===== src/rtl/id_ex_pipe_pkg.sv =====
// Shared constants for the ID->EX pipeline register.
//   ALU_SEL_BUS / ALU_OP_BUS : default widths of the ALU select / op fields
//   OP_NOP, SEL_NOP, NOP_REG_ADDR, zeroWord, NOTINDELAYSLOT : NOP bundle values
//   RstEnable                : level of rst that resets (active-low)
//   bundle_w()               : packed bundle width for a given set of field widths
package id_ex_pipe_pkg;

  localparam int ALU_SEL_BUS = 3;
  localparam int ALU_OP_BUS  = 8;

  localparam logic [ALU_OP_BUS-1:0]  OP_NOP         = 8'h00;
  localparam logic [ALU_SEL_BUS-1:0] SEL_NOP        = 3'b000;
  localparam logic [4:0]             NOP_REG_ADDR   = 5'b00000;
  localparam logic [31:0]            zeroWord       = 32'h0000_0000;
  localparam logic                   NOTINDELAYSLOT = 1'b0;
  localparam logic                   RstEnable      = 1'b0;

  // inst, reg1, reg2, link_addr are DATA_W wide; wreg, in_delay, next_delay are 1 bit.
  function automatic int bundle_w(input int data_w, input int reg_addr_w,
                                  input int alusel_w, input int aluop_w);
    return 4 * data_w + reg_addr_w + alusel_w + aluop_w + 3;
  endfunction

  localparam int BUNDLE_W = bundle_w(32, 5, ALU_SEL_BUS, ALU_OP_BUS);

endpackage


===== src/rtl/id_ex_pipe_if.sv =====
// ID->EX bus: decode-side bundle with valid/ready, and EX-side bundle with
// valid/ready.
// Handshake: a bundle moves on a side exactly in a cycle where its valid and
// ready are both 1 at the rising edge; valid never depends on ready, and a
// bundle offered with valid = 1 is held stable until it is taken.
//   master : the surrounding pipeline (drives id_* and ex_ready)
//   slave  : id_ex_pipe (drives id_ready and the ex_* bundle)
interface id_ex_pipe_if #(
  parameter int DATA_W     = 32,
  parameter int REG_ADDR_W = 5,
  parameter int ALUSEL_W   = 3,
  parameter int ALUOP_W    = 8
);
  logic                  id_valid;
  logic                  id_ready;
  logic [DATA_W-1:0]     id_inst;
  logic [ALUSEL_W-1:0]   id_alusel;
  logic [ALUOP_W-1:0]    id_aluop;
  logic [DATA_W-1:0]     id_reg1;
  logic [DATA_W-1:0]     id_reg2;
  logic [REG_ADDR_W-1:0] id_wd;
  logic                  id_wreg;
  logic                  in_delay_i;
  logic [DATA_W-1:0]     link_addr_i;
  logic                  next_delay_i;

  logic                  ex_valid;
  logic                  ex_ready;
  logic [DATA_W-1:0]     ex_inst;
  logic [ALUSEL_W-1:0]   ex_alusel;
  logic [ALUOP_W-1:0]    ex_aluop;
  logic [DATA_W-1:0]     ex_reg1;
  logic [DATA_W-1:0]     ex_reg2;
  logic [REG_ADDR_W-1:0] ex_wd;
  logic                  ex_wreg;
  logic                  in_delay_o;
  logic [DATA_W-1:0]     link_addr_o;
  logic                  next_delay_o;

  modport master (
    output id_valid, id_inst, id_alusel, id_aluop, id_reg1, id_reg2, id_wd,
           id_wreg, in_delay_i, link_addr_i, next_delay_i, ex_ready,
    input  id_ready, ex_valid, ex_inst, ex_alusel, ex_aluop, ex_reg1, ex_reg2,
           ex_wd, ex_wreg, in_delay_o, link_addr_o, next_delay_o
  );

  modport slave (
    input  id_valid, id_inst, id_alusel, id_aluop, id_reg1, id_reg2, id_wd,
           id_wreg, in_delay_i, link_addr_i, next_delay_i, ex_ready,
    output id_ready, ex_valid, ex_inst, ex_alusel, ex_aluop, ex_reg1, ex_reg2,
           ex_wd, ex_wreg, in_delay_o, link_addr_o, next_delay_o
  );
endinterface


===== src/rtl/id_ex_pipe_skid_reg.sv =====
// pipe_skid_reg: generic W-bit valid/ready register with a one-entry skid.
//   clk, rst      : clock, synchronous active-low reset
//   clr_i         : synchronous clear of both entries (drops same-cycle input)
//   nop_i         : bundle value presented on out_data_o when empty
//   in_valid_i/in_ready_o/in_data_i    : upstream side, in_ready_o is a flop
//   out_valid_o/out_ready_i/out_data_o : downstream side, main entry
module pipe_skid_reg
  import id_ex_pipe_pkg::*;
#(
  parameter int W = BUNDLE_W
) (
  input  logic         clk,
  input  logic         rst,
  input  logic         clr_i,
  input  logic [W-1:0] nop_i,
  input  logic         in_valid_i,
  output logic         in_ready_o,
  input  logic [W-1:0] in_data_i,
  output logic         out_valid_o,
  input  logic         out_ready_i,
  output logic [W-1:0] out_data_o
);

  logic [W-1:0] main_q, main_d;
  logic         main_valid_q, main_valid_d;
  logic [W-1:0] skid_q, skid_d;
  logic         skid_valid_q, skid_valid_d;
  logic         ready_q, ready_d;
  logic         accept, consume;

  assign accept  = in_valid_i & ready_q;
  assign consume = main_valid_q & out_ready_i;

  always_comb begin
    main_d       = main_q;
    main_valid_d = main_valid_q;
    skid_d       = skid_q;
    skid_valid_d = skid_valid_q;
    if (!main_valid_q || consume) begin
      if (skid_valid_q) begin
        // Skid drains first; ready_q is 0 here so no input can be accepted.
        main_d       = skid_q;
        main_valid_d = 1'b1;
        skid_valid_d = 1'b0;
      end else if (accept) begin
        main_d       = in_data_i;
        main_valid_d = 1'b1;
      end else begin
        // Bubble: downstream always sees the NOP bundle.
        main_d       = nop_i;
        main_valid_d = 1'b0;
      end
    end else if (accept) begin
      skid_d       = in_data_i;
      skid_valid_d = 1'b1;
    end
    // Ready is registered from the next skid state, so it never sees out_ready_i
    // combinationally.
    ready_d = ~skid_valid_d;
  end

  always_ff @(posedge clk) begin
    if (rst == RstEnable || clr_i) begin
      main_q       <= nop_i;
      main_valid_q <= 1'b0;
      skid_q       <= nop_i;
      skid_valid_q <= 1'b0;
      ready_q      <= 1'b1;
    end else begin
      main_q       <= main_d;
      main_valid_q <= main_valid_d;
      skid_q       <= skid_d;
      skid_valid_q <= skid_valid_d;
      ready_q      <= ready_d;
    end
  end

  assign in_ready_o  = ready_q;
  assign out_valid_o = main_valid_q;
  assign out_data_o  = main_q;

endmodule


===== src/rtl/id_ex_pipe.sv =====
// id_ex_pipe: ID->EX pipeline register with valid/ready on both sides,
// one-entry skid buffer, synchronous flush and a saturating bubble counter.
//   clk        : clock
//   rst        : synchronous active-low reset
//   flush      : kill all held entries (and any same-cycle input)
//   bus        : id_ex_pipe_if slave (id_* bundle in, ex_* bundle out)
//   bubble_cnt : cycles with ex_valid = 0 since reset, saturating
module id_ex_pipe
  import id_ex_pipe_pkg::*;
#(
  parameter int DATA_W     = 32,
  parameter int REG_ADDR_W = 5,
  parameter int ALUSEL_W   = ALU_SEL_BUS,
  parameter int ALUOP_W    = ALU_OP_BUS,
  parameter int CNT_W      = 16
) (
  input  logic             clk,
  input  logic             rst,
  input  logic             flush,
  id_ex_pipe_if.slave      bus,
  output logic [CNT_W-1:0] bubble_cnt
);

  localparam int BW = bundle_w(DATA_W, REG_ADDR_W, ALUSEL_W, ALUOP_W);
  localparam logic [CNT_W-1:0] CNT_MAX = '1;

  logic [BW-1:0] in_bundle;
  logic [BW-1:0] out_bundle;
  logic [BW-1:0] nop_bundle;
  logic          ex_valid;

  // Field order is shared by pack, unpack and the NOP constant.
  assign in_bundle = {bus.id_inst, bus.id_alusel, bus.id_aluop, bus.id_reg1,
                      bus.id_reg2, bus.id_wd, bus.id_wreg, bus.in_delay_i,
                      bus.link_addr_i, bus.next_delay_i};

  assign nop_bundle = {DATA_W'(zeroWord), ALUSEL_W'(SEL_NOP), ALUOP_W'(OP_NOP),
                       DATA_W'(zeroWord), DATA_W'(zeroWord),
                       REG_ADDR_W'(NOP_REG_ADDR), 1'b0, NOTINDELAYSLOT,
                       DATA_W'(zeroWord), NOTINDELAYSLOT};

  pipe_skid_reg #(
    .W (BW)
  ) u_skid (
    .clk         (clk),
    .rst         (rst),
    .clr_i       (flush),
    .nop_i       (nop_bundle),
    .in_valid_i  (bus.id_valid),
    .in_ready_o  (bus.id_ready),
    .in_data_i   (in_bundle),
    .out_valid_o (ex_valid),
    .out_ready_i (bus.ex_ready),
    .out_data_o  (out_bundle)
  );

  assign bus.ex_valid = ex_valid;
  assign {bus.ex_inst, bus.ex_alusel, bus.ex_aluop, bus.ex_reg1, bus.ex_reg2,
          bus.ex_wd, bus.ex_wreg, bus.in_delay_o, bus.link_addr_o,
          bus.next_delay_o} = out_bundle;

  // Bubble counter: counts through flush, cleared only by reset.
  logic [CNT_W-1:0] cnt_q, cnt_d;

  always_comb begin
    cnt_d = cnt_q;
    if (!ex_valid && cnt_q != CNT_MAX) cnt_d = cnt_q + CNT_W'(1);
  end

  always_ff @(posedge clk) begin
    if (rst == RstEnable) cnt_q <= '0;
    else                  cnt_q <= cnt_d;
  end

  assign bubble_cnt = cnt_q;

endmodule


===== src/flat_wrapper.sv =====
// flat-port wrapper written by rule: the top's interface ports become plain ports
module id_ex_pipe_flat import id_ex_pipe_pkg::*;
#(
  parameter int DATA_W     = 32,
  parameter int REG_ADDR_W = 5,
  parameter int ALUSEL_W   = ALU_SEL_BUS,
  parameter int ALUOP_W    = ALU_OP_BUS,
  parameter int CNT_W      = 16
)
  (clk, rst, flush, bubble_cnt, bus_id_valid, bus_id_inst, bus_id_alusel, bus_id_aluop, bus_id_reg1, bus_id_reg2, bus_id_wd, bus_id_wreg, bus_in_delay_i, bus_link_addr_i, bus_next_delay_i, bus_ex_ready, bus_id_ready, bus_ex_valid, bus_ex_inst, bus_ex_alusel, bus_ex_aluop, bus_ex_reg1, bus_ex_reg2, bus_ex_wd, bus_ex_wreg, bus_in_delay_o, bus_link_addr_o, bus_next_delay_o);
  id_ex_pipe_if #(.DATA_W(DATA_W), .REG_ADDR_W(REG_ADDR_W), .ALUSEL_W(ALUSEL_W), .ALUOP_W(ALUOP_W)) bus_i ();
  input  logic clk;
  input  logic rst;
  input  logic flush;
  output logic [CNT_W-1:0] bubble_cnt;
  input wire logic [$bits(bus_i.id_valid)-1:0] bus_id_valid;
  input wire logic [$bits(bus_i.id_inst)-1:0] bus_id_inst;
  input wire logic [$bits(bus_i.id_alusel)-1:0] bus_id_alusel;
  input wire logic [$bits(bus_i.id_aluop)-1:0] bus_id_aluop;
  input wire logic [$bits(bus_i.id_reg1)-1:0] bus_id_reg1;
  input wire logic [$bits(bus_i.id_reg2)-1:0] bus_id_reg2;
  input wire logic [$bits(bus_i.id_wd)-1:0] bus_id_wd;
  input wire logic [$bits(bus_i.id_wreg)-1:0] bus_id_wreg;
  input wire logic [$bits(bus_i.in_delay_i)-1:0] bus_in_delay_i;
  input wire logic [$bits(bus_i.link_addr_i)-1:0] bus_link_addr_i;
  input wire logic [$bits(bus_i.next_delay_i)-1:0] bus_next_delay_i;
  input wire logic [$bits(bus_i.ex_ready)-1:0] bus_ex_ready;
  output wire logic [$bits(bus_i.id_ready)-1:0] bus_id_ready;
  output wire logic [$bits(bus_i.ex_valid)-1:0] bus_ex_valid;
  output wire logic [$bits(bus_i.ex_inst)-1:0] bus_ex_inst;
  output wire logic [$bits(bus_i.ex_alusel)-1:0] bus_ex_alusel;
  output wire logic [$bits(bus_i.ex_aluop)-1:0] bus_ex_aluop;
  output wire logic [$bits(bus_i.ex_reg1)-1:0] bus_ex_reg1;
  output wire logic [$bits(bus_i.ex_reg2)-1:0] bus_ex_reg2;
  output wire logic [$bits(bus_i.ex_wd)-1:0] bus_ex_wd;
  output wire logic [$bits(bus_i.ex_wreg)-1:0] bus_ex_wreg;
  output wire logic [$bits(bus_i.in_delay_o)-1:0] bus_in_delay_o;
  output wire logic [$bits(bus_i.link_addr_o)-1:0] bus_link_addr_o;
  output wire logic [$bits(bus_i.next_delay_o)-1:0] bus_next_delay_o;
  assign bus_i.id_valid = bus_id_valid;
  assign bus_i.id_inst = bus_id_inst;
  assign bus_i.id_alusel = bus_id_alusel;
  assign bus_i.id_aluop = bus_id_aluop;
  assign bus_i.id_reg1 = bus_id_reg1;
  assign bus_i.id_reg2 = bus_id_reg2;
  assign bus_i.id_wd = bus_id_wd;
  assign bus_i.id_wreg = bus_id_wreg;
  assign bus_i.in_delay_i = bus_in_delay_i;
  assign bus_i.link_addr_i = bus_link_addr_i;
  assign bus_i.next_delay_i = bus_next_delay_i;
  assign bus_i.ex_ready = bus_ex_ready;
  assign bus_id_ready = bus_i.id_ready;
  assign bus_ex_valid = bus_i.ex_valid;
  assign bus_ex_inst = bus_i.ex_inst;
  assign bus_ex_alusel = bus_i.ex_alusel;
  assign bus_ex_aluop = bus_i.ex_aluop;
  assign bus_ex_reg1 = bus_i.ex_reg1;
  assign bus_ex_reg2 = bus_i.ex_reg2;
  assign bus_ex_wd = bus_i.ex_wd;
  assign bus_ex_wreg = bus_i.ex_wreg;
  assign bus_in_delay_o = bus_i.in_delay_o;
  assign bus_link_addr_o = bus_i.link_addr_o;
  assign bus_next_delay_o = bus_i.next_delay_o;
  id_ex_pipe #(.DATA_W(DATA_W), .REG_ADDR_W(REG_ADDR_W), .ALUSEL_W(ALUSEL_W), .ALUOP_W(ALUOP_W), .CNT_W(CNT_W)) u_core (.clk(clk), .rst(rst), .flush(flush), .bus(bus_i), .bubble_cnt(bubble_cnt));
endmodule

===== config.mk =====
export PLATFORM = sky130hd
export DESIGN_NAME = id_ex_pipe_flat
export DESIGN_NICKNAME = d
export VERILOG_FILES = /design/src/rtl/id_ex_pipe_pkg.sv /design/src/rtl/id_ex_pipe_if.sv /design/src/rtl/id_ex_pipe_skid_reg.sv /design/src/rtl/id_ex_pipe.sv /design/src/flat_wrapper.sv
export SDC_FILE = /design/constraint.sdc
export NUM_CORES = 1
export LEC_CHECK = 0
export ABC_AREA = 1
export BUFFER_PORTS_ARGS = -buffer_cell sky130_fd_sc_hd__buf_2
export CAP_MARGIN = 20
export CORE_MARGIN = 1
export CORE_UTILIZATION = 49
export DETAILED_ROUTE_END_ITERATION = 6
export HOLD_SLACK_MARGIN = 0.03
export PLACE_DENSITY = 0.74
export SLEW_MARGIN = 20
export SYNTH_ARGS = -nofsm -noshare
export SYNTH_HDL_FRONTEND = slang
export SYNTH_SLANG_ARGS = --single-unit
export TNS_END_PERCENT = 50

===== constraint.sdc =====
create_clock -name clk -period 1.45 [get_ports clk]
set_input_delay 0.29 -clock clk [delete_from_list [all_inputs] [get_ports clk]]
set_output_delay 0.29 -clock clk [all_outputs]
set_load 0.02 [all_outputs]

# ---- After elaboration in Yosys (flattened, before gate mapping)
# Index checks and enable logic that the tools add are counted.
dict set report word_totals {
  ff_bits 313
  in_bits 152
  output_inout_bits 165
  elab_cells 24
}
dict set report op_classes {
  n_addsub 1
  eq_ne 1
  n_mux 6
  bitwise_logic 5
  reduce_logical 5
}
# cell n
set ops {}
lappend ops {{$mux 147} 2}
lappend ops {{$add 16x1->16 const B} 1}
lappend ops {{$ne 16x16->1 const B} 1}
lappend ops {{$mux 1} 4}
lappend ops {{$not 1->1} 3}
lappend ops {{$and 1x1->1} 2}
lappend ops {{$logic_or 1x1->1} 2}
lappend ops {{$reduce_and 2->1} 1}
lappend ops {{$logic_and 1x1->1} 1}
lappend ops {{$logic_not 1->1} 1}

# ---- Logic depth before layout (Yosys ltp)
# Gate-level depths: netlist of the first run.
dict set report depth {
  ltp_word 4
  mapped_depth 9
  depth_no_buf 9
}

# ---- By module
# A second synthesis of the first run with hierarchy kept.
dict set report unflattened {
  cells_unflattened 2055
  hier_area_um2 16558.4
}
# mod instances cells_each area_per_inst_um2 seq_area_each_um2
set by_module_without_submodules {}
lappend by_module_without_submodules {pipe_skid_reg 1 1910 15602.5 8888.5}
lappend by_module_without_submodules {id_ex_pipe 1 145 955.9 320.3}

# ---- Worst setup path before layout of the first run
# No wires, ideal clock.
dict set report synth_path {
  path_kind {flip-flop to flip-flop}
  start {register u_core.cnt_q[0] (netlist: u_core.bubble_cnt[0])}
  end {register u_core.cnt_q[12] (netlist: u_core.bubble_cnt[12])}
  setup_time_ns 0.117
  t_arrival_ns 1.390
  required_time_ns 1.333
  setup_slack_ns -0.056
  path_stages_with_launch 9
  n_path_buf 0
  synth_period_minus_slack_ns 1.506
  cell_sequence {dfxtp_1 > ha_1 > inv_1 > nor2_1 > nand2_1 > nor2_1 > nand2_1 > nor3_1 > nor2_1}
}
dict set report synth_between {
  elab_chain_cells 2
  word_cells_on_any_way 3
  classes_between {1 x add/sub; 1 x eq/ne; 1 x reduce/logical}
}
# item line
set synth_lines {}
lappend synth_lines {{start, declared} id_ex_pipe.sv:63} ;# logic [CNT_W-1:0] cnt_q, cnt_d;
lappend synth_lines {{start signal, assigned} id_ex_pipe.sv:72} ;# else cnt_q <= cnt_d;
lappend synth_lines {{branches (longest 2 deep; another with $add 16x1->16)} --}
# Several ways; the timed one is not identified.
# A chain may end at the register's enable or synchronous reset.

# ---- Worst setup path after layout of the first run
dict set report layout_path {
  start {register u_core.cnt_q[11] (netlist: u_core.bubble_cnt[11])}
  end {output bubble_cnt[11]}
}
# item line
set layout_rtl {}
lappend layout_rtl {{end, declared} flat_wrapper.sv:15} ;# output logic [CNT_W-1:0] bubble_cnt;
# No word-level cell between the ends.

==> flow_summary_export.csv, run 1 <==
group,metric,value,unit
timing,tightestPinTransition,0.380,ns
place,place.gp.congestion,0.887,
run,max_cap_violations,0,
place,port_buf_inserts,316,
routing,final_antenna_net_count,0,
power,ir_drop,0.845,mV
place,place_hpwl,23.1,mm
routing,first_pass_iters,6,
timing,finalCritPeriodShare,97.8,%
critical_path,critical_path.startpoint_type,"flop",
cells_and_area,final_layout_size_suffix_gt1_share,21.8,%
timing,slew_violations,0,
floorplan,placeableCoreArea,0.0253,mm2
synth,synth-edff-count,0,
floorplan,die_width,163,um
critical_path,endpoint_kind,"output pin",
routing,route.vias.total,12600,
synth,syn_area,0.0127,mm2
floorplan,num_rows,58,
global_routing,first_pass_grt_wire_length,55.7,mm
routing,dr_wl_cell,14.8,um
clock_network,clk_root_buffer_cell,"clkbuf_16",
cells_and_area,finalNetCount,2179,
critical_path,critical_path.max_fanout,4,
global_routing,track_usage,25.4,%
floorplan,die_area,0.0266,mm2
global_routing,number_of_antenna_violations_at_the_first_check_in_global_routing,5,
timing,number_of_hold_violations_in_the_final_report,0,
clock_network,cts-root-to-sink-buffers,3,
synth,synth.net_count,1914,
routing,drt_drc_violations_left,0,
critical_path,timing_worst_setup_path_type,"flop to output pin",
synth,yosys_register_bits,313,
cells_and_area,post-route-util,63.1,%
clock_network,clock_tree.htree_level_count,2,
timing,fin_setup_tns,0,ns
timing,fin_worst_skew,0.0164,ns
synth,ys_warn_count,0,
clock_network,worst_skew_pair.late_latency,0.50,ns
routing,viasPerCell,5.30,
synth,ys_dominant_reg_cell,"dfxtp_1",
timing,finalSetupViolCount,0,
routing,drt_first_iter_violations,1053,
floorplan,floorplan.initialDensity,50.2,%
critical_path,worst_ep_required_time,1.16,ns
cells_and_area,mostFrequentLayoutCell,"nor2_1",
synth,post_synth.cell_area_avg,7.23,um2
critical_path,worstPathArrival,1.13,ns
timing,fmax,705,MHz
synth,synthArstFlopShare,0,%
synth,postSynthCellCount,1761,
floorplan,chipHeight,163,um
global_routing,number_of_global_route_vias_before_repair,11500,
clock_network,cts_tree,"done",
power,power_per_cell_area,1180,mW/mm2
global_routing,globalRoute.totalOverflow,0,
cells_and_area,layout-area-overhead-vs-synth,25.7,%
clock_network,clkTransAtPathRegs,0.06,ns
synth,seq_area_frac_synth,49.2,%
clock_network,postCtsHoldBufs,0,
cells_and_area,layout.cells.most_common_list,"nor2_1, buf_2, a21oi_1, dfxtp_1, o21ai_0",
clock_network,cts.sink_count,313,
timing,timing.slew.headroom,74.5,%
timing,setup_repair_after_global_routing_missed_its_margin,"true",
synth,yosysUniqueCellTypes,25,
outcome,status,"complete, no violations",
routing,detail_route.wirelength,35.3,mm
power,p_leak,6.88,nW
clock_network,cts_made_buffers,34,
global_routing,largest_net_degree_at_the_start_of_global_routing,95,
timing,finalWorstPathRequiredPeriod,1.42,ns
floorplan,io-pin-count,317,
min_path,hold_class,"input pin to flop",
==> final timing paths <==
check	cells past startpoint	slack, ns	endpoint	start
worst max register to register	7	0.06	u_core.bubble_cnt[9]$_SDFFE_PN0P_	u_core.bubble_cnt[0]$_SDFFE_PN0P_
worst max-delay path	2	0.03	bubble_cnt[11]	u_core.bubble_cnt[11]$_SDFFE_PN0P_
worst min register to register	2	0.48	u_core.u_skid.skid_q[5]$_SDFFE_PP0P_	u_core.u_skid.skid_q[5]$_SDFFE_PP0P_
worst min-delay path	3	0.05	u_core.u_skid.skid_q[38]$_SDFFE_PP0P_	bus_id_wd[3]
==> area by class of cell <==
| class | count | area (um2) |
|---|---|---|
| fill | 2210 | 9340 |
| tap | 330 | 413 |
| sequential | 313 | 6280 |
| timing repair buffer | 375 | 2390 |
| multi-input combinational | 1257 | 5640 |
| clock buffer | 49 | 1000 |
| antenna | 5 | 12.5 |
| inverter | 45 | 189 |
| clock inverter | 6 | 57.6 |
==> metrics by stage <==
step / hold WS [ns] / std cells / setup slack [ns] / instance area (um2) / total power [W]
global placement: 0.462 / 2318 / 0.0372 / 14800 / 0.0107
finish: 0.0454 / 2380 / 0.0312 / 16000 / 0.0189
global route: 0.0444 / 2377 / -0.0330 / 16000 / 0.0196
CTS: 0.0310 / 2373 / 0.0119 / 15900 / 0.0190
detailed placement: 0.471 / 2318 / 0.0124 / 14800 / 0.0108
floorplan: 0.439 / 1761 / 0.0230 / 12700 / 0.0101
==> synth_stat cells, types with 3 or more instances <==
library cell	number	area share, %
nor2_1	434	13
dfxtp_1	313	49
a21oi_1	306	12
o21ai_0	262	10
nand2_1	167	4.9
clkbuf_1	83	2.4
inv_1	39	1.2
buf_2	35	1.4
nor3_1	27	1.1
a211oi_1	23	1.4
nand3_1	19	0.75
buf_4	14	0.83
o21ai_1	10	0.39
clkbuf_2	9	0.35
inv_2	5	0.15
buf_1	4	0.12
nand4_1	3	0.15
==> metal layers <==
layer | wire length (um) | global-route usage [%] | part of all wire [%]
met5 | 12 | 0 | 0.034
met4 | 1230 | 10.8 | 3.5
met3 | 2560 | 5.26 | 7.2
met2 | 16700 | 41.5 | 47
met1 | 14800 | 32.3 | 42
==> worst max-delay path, stage by stage, from the launching register on <==
cell	delay, ns
dfxtp_1	0.34
buf_4	0.13
buf_2	0.17
==> logic make-up after synthesis <==
logic type / after synthesis / share of synthesized area [%]
simple gates: 655 / 20.0
buf+inv: 191 / 6.55
flops: 313 / 49.2
fa+ha+maj: 1 / 0.0983
compound gates: 601 / 24.1
==> state kept, by name, indices dropped and copies added (netlist names) <==
signal and count:
u_core.u_skid.in_ready_o 1, u_core.bubble_cnt 16, u_core.u_skid.skid_q 147, u_core.u_skid.out_valid_o 1, u_core.u_skid.out_data_o 147, u_core.u_skid.skid_valid_q 1
==> what timing repair did <==
item,CTS,global route
endpoints found under the setup margin,4,107
gates resized for setup,4,25
buffers inserted,0,1
cloned,0,1
pin swaps,0,1
==> where the power goes <==
| part | switching [W] | internal, W | total (W) |
|---|---|---|---|
| combinational | 0.00108 | 0.000652 | 0.00173 |
| clock | 0.00332 | 0.00495 | 0.00827 |
| sequential | 0.0000987 | 0.00879 | 0.00889 |
(Power assumes the default switching activity.)
==> run 2, diff against run 1 <==
--- a/config.mk
+++ b/config.mk
@@ -5,11 +5,12 @@
 export SDC_FILE = /design/constraint.sdc
 export NUM_CORES = 1
 export LEC_CHECK = 0
-export ABC_AREA = 1
+export ABC_AREA = 0
 export BUFFER_PORTS_ARGS = -buffer_cell sky130_fd_sc_hd__buf_2
 export CAP_MARGIN = 20
 export CORE_MARGIN = 1
 export CORE_UTILIZATION = 49
+export CTS_CLUSTER_SIZE = 10
 export DETAILED_ROUTE_END_ITERATION = 6
 export HOLD_SLACK_MARGIN = 0.03
 export PLACE_DENSITY = 0.74
==> constraint.sdc (replaced) <==
create_clock -name clk -period 1.4 [get_ports clk]
set_input_delay 0.28 -clock clk [delete_from_list [all_inputs] [get_ports clk]]
set_output_delay 0.28 -clock clk [all_outputs]
set_load 0.02 [all_outputs]
==> flow_summary_export.csv, run 2 <==
group,metric,value,unit
outcome,status,"complete, but fails checks",
outcome,failing_checks,"setup timing",
critical_path,timing_worst_setup_path_type,"flop to flop",
synth,synth-edff-count,0,
power,power_per_cell_area,1050,mW/mm2
synth,postSynthCellCount,1563,
clock_network,cts-root-to-sink-buffers,3,
power,p_leak,7.37,nW
global_routing,globalRoute.totalOverflow,0,
routing,final_antenna_net_count,0,
cells_and_area,finalNetCount,2199,
floorplan,io-pin-count,317,
clock_network,cts_tree,"done",
place,cell_area_after_placement,0.0159,mm2
floorplan,die_area,0.0267,mm2
floorplan,num_rows,58,
routing,first_pass_iters,6,
cells_and_area,final_layout_size_suffix_gt1_share,29.2,%
timing,fin_ws,-0.181,ns
timing,finalWorstPathRequiredPeriod,1.58,ns
min_path,hold_class,"input pin to flop",
cells_and_area,multi_input_comb_area,0.00617,mm2
synth,yosysUniqueCellTypes,36,
synth,post-synth-top-count-cell,"dfxtp_1",
synth,synth.net_count,1716,
timing,fmax,633,MHz
clock_network,clkTransAtPathRegs,0.06,ns
global_routing,track_usage,28.3,%
run,max_cap_violations,0,
timing,fin_worst_skew,0.0190,ns
place,place.gp.congestion,0.849,
floorplan,placeableCoreArea,0.0253,mm2
place,port_buf_inserts,316,
critical_path,critical_path.startpoint_type,"flop",
routing,dr_wl_cell,18.1,um
clock_network,worst_skew_pair.late_latency,0.51,ns
timing,slew_violations,0,
routing,drt_drc_violations_left,0,
routing,route.vias.total,13400,
cells_and_area,stdcell_area,0.0188,mm2
cells_and_area,nFillCells,1717,
critical_path,worst_ep_required_time,1.78,ns
floorplan,chipHeight,163,um
synth,yosys-top-cells-count,"dfxtp_1, a21oi_1, nand2_1, nor2_1, mux2i_1",
synth,seq_area_frac_synth,49.2,%
floorplan,floorplan.initialDensity,50.3,%
routing,drt_first_iter_violations,1391,
timing,finalSetupViolCount,292,
global_routing,largest_net_degree_at_the_start_of_global_routing,77,
synth,syn_area,0.0127,mm2
global_routing,number_of_global_route_vias_before_repair,12600,
critical_path,worstPathArrival,1.96,ns
synth,post_synth.cell_area_avg,8.15,um2
cells_and_area,layout-area-overhead-vs-synth,47.4,%
synth,post_synth_main_area_contributors,"dfxtp_1, a21oi_1, mux2i_1, nand2_1, nor3_1",
clock_network,clk_root_buffer_cell,"clkbuf_16",
synth,yosys_register_bits,313,
power,ir_drop,1.05,mV
timing,timing.slew.headroom,78.6,%
timing,number_of_hold_violations_in_the_final_report,0,
place,dp.cells,2199,
critical_path,critical_path.max_fanout,26,
routing,viasPerCell,5.64,
global_routing,number_of_antenna_violations_at_the_first_check_in_global_routing,1,
cells_and_area,filler_free_cell_count_of_the_finished_design,2379,
synth,ys_warn_count,0,
floorplan,die_width,163,um
cells_and_area,area.sequential,0.00631,mm2
critical_path,endpoint_kind,"flop",
routing,detail_route.wirelength,43.1,mm
cells_and_area,layout.cells.most_common_list,"buf_2, dfxtp_1, nand2_1, a21oi_1, nor2_1",
clock_network,clock_tree.htree_level_count,2,
timing,tightestPinTransition,0.318,ns
synth,post-synth-top-area-fraction,49.2,%
place,place_hpwl,24.2,mm
synth,synth_top_area_cell,"dfxtp_1",
clock_network,cts_made_buffers,37,
synth,synthArstFlopShare,0,%
clock_network,cts.sink_count,313,
synth,ys_dominant_reg_cell,"dfxtp_1",
timing,setup_repair_after_global_routing_missed_its_margin,"true",
global_routing,first_pass_grt_wire_length,61.4,mm
timing,finalCritPeriodShare,113,%
cells_and_area,mostFrequentLayoutCell,"buf_2",
-- run 2: cell types whose count changed in the layout (fill, tap and decap cells not counted), sizes merged, moves of 10 or more --
cell,delta
a211oi,-22
buf,+88
dlygate4sd3,+108
inv,-41
mux2i,+150
nand2,+134
nand3,-10
nor2,-284
nor3,+121
o21ai,-267
-- run 2: kinds of logic after synthesis --
logic type | synth area share [%]
adder cells (fa/ha/maj) | 0.0981
buffers and inverters | 4.70
flip-flops | 49.2
AO/OA/AOI/OAI | 12.9
multiplexers | 11.8
XOR/XNOR | 0.0687
AND/OR/NAND/NOR | 21.3
-- run 2: power breakdown --
| group | switching, W | total (W) | internal [W] |
|---|---|---|---|
| registers | 0.000100 | 0.00916 | 0.00906 |
| clock network | 0.00346 | 0.00836 | 0.00490 |
| logic | 0.00120 | 0.00225 | 0.00105 |
-- run 2: critical path, stage by stage (launching register included) --
cell	delay, ns
dfxtp_4	0.38
nor2b_4	0.26
buf_12	0.23
buf_12	0.19
nor3_1	0.10
a21oi_1	0.19
nor2_1	0.09
-- run 2: path summary, 6_finish.rpt --
path,from,endpoint,cells after the start,slack (ns)
max reg2reg,u_core.u_skid.out_valid_o$_SDFFE_PP0P_,u_core.u_skid.out_data_o[98]$_SDFFE_PP0P_,6,-0.18
min,bus_id_inst[28],u_core.u_skid.skid_q[143]$_SDFFE_PP0P_,3,0.03
max,u_core.u_skid.out_valid_o$_SDFFE_PP0P_,u_core.u_skid.out_data_o[98]$_SDFFE_PP0P_,6,-0.18
min reg2reg,u_core.u_skid.skid_q[138]$_SDFFE_PP0P_,u_core.u_skid.skid_q[138]$_SDFFE_PP0P_,2,0.45
-- run 2: layer usage --
layer | share of wire (%) | vias up | track usage [%] | routed length (um)
li1 | - | 6276 | - | -
met1 | 40 | 6303 | 34.8 | 17300
met2 | 49 | 708 | 48.9 | 20900
met3 | 7.7 | 140 | 5.15 | 3320
met4 | 3.7 | 0 | 11.2 | 1580
met5 | 0 | - | 0 | 0
-- run 2: area by class of cell --
class,instances,share of cell area (%)
clock buffers,40,5.04
clock inverters,1,0.160
inverters,2,0.0400
well taps,330,2.20
diodes,1,0.0133
multi-input cells,1113,32.8
repair buffers,579,26.1
flip-flops and latches,313,33.6
-- run 2: timing repair --
action / in CTS / in global routing
hold endpoints to repair: 108 / 0
setup endpoints to repair: 243 / 310
buffers inserted: 4 / 8
cloned: 3 / 16
hold buffers: 108 / 0
resized for setup: 39 / 67
pin swaps: 7 / 10
-- run 2: per-stage QoR --
stage / utilization (%) / total power [W] / setup WS, ns / TNS (ns) / hold WS [ns]
after floorplan: - / 0.0103 / -0.0691 / -3.68 / 0.416
after global placement: 62.6 / 0.0111 / -0.0959 / -0.801 / 0.438
after detailed placement: 62.6 / 0.0112 / -0.107 / -3.90 / 0.446
after CTS: 71.7 / 0.0197 / -0.120 / -11.41 / 0.0301
after global routing: 74.2 / 0.0203 / -0.220 / -32.82 / 0.0365
final: 74.2 / 0.0198 / -0.181 / -20.58 / 0.0296
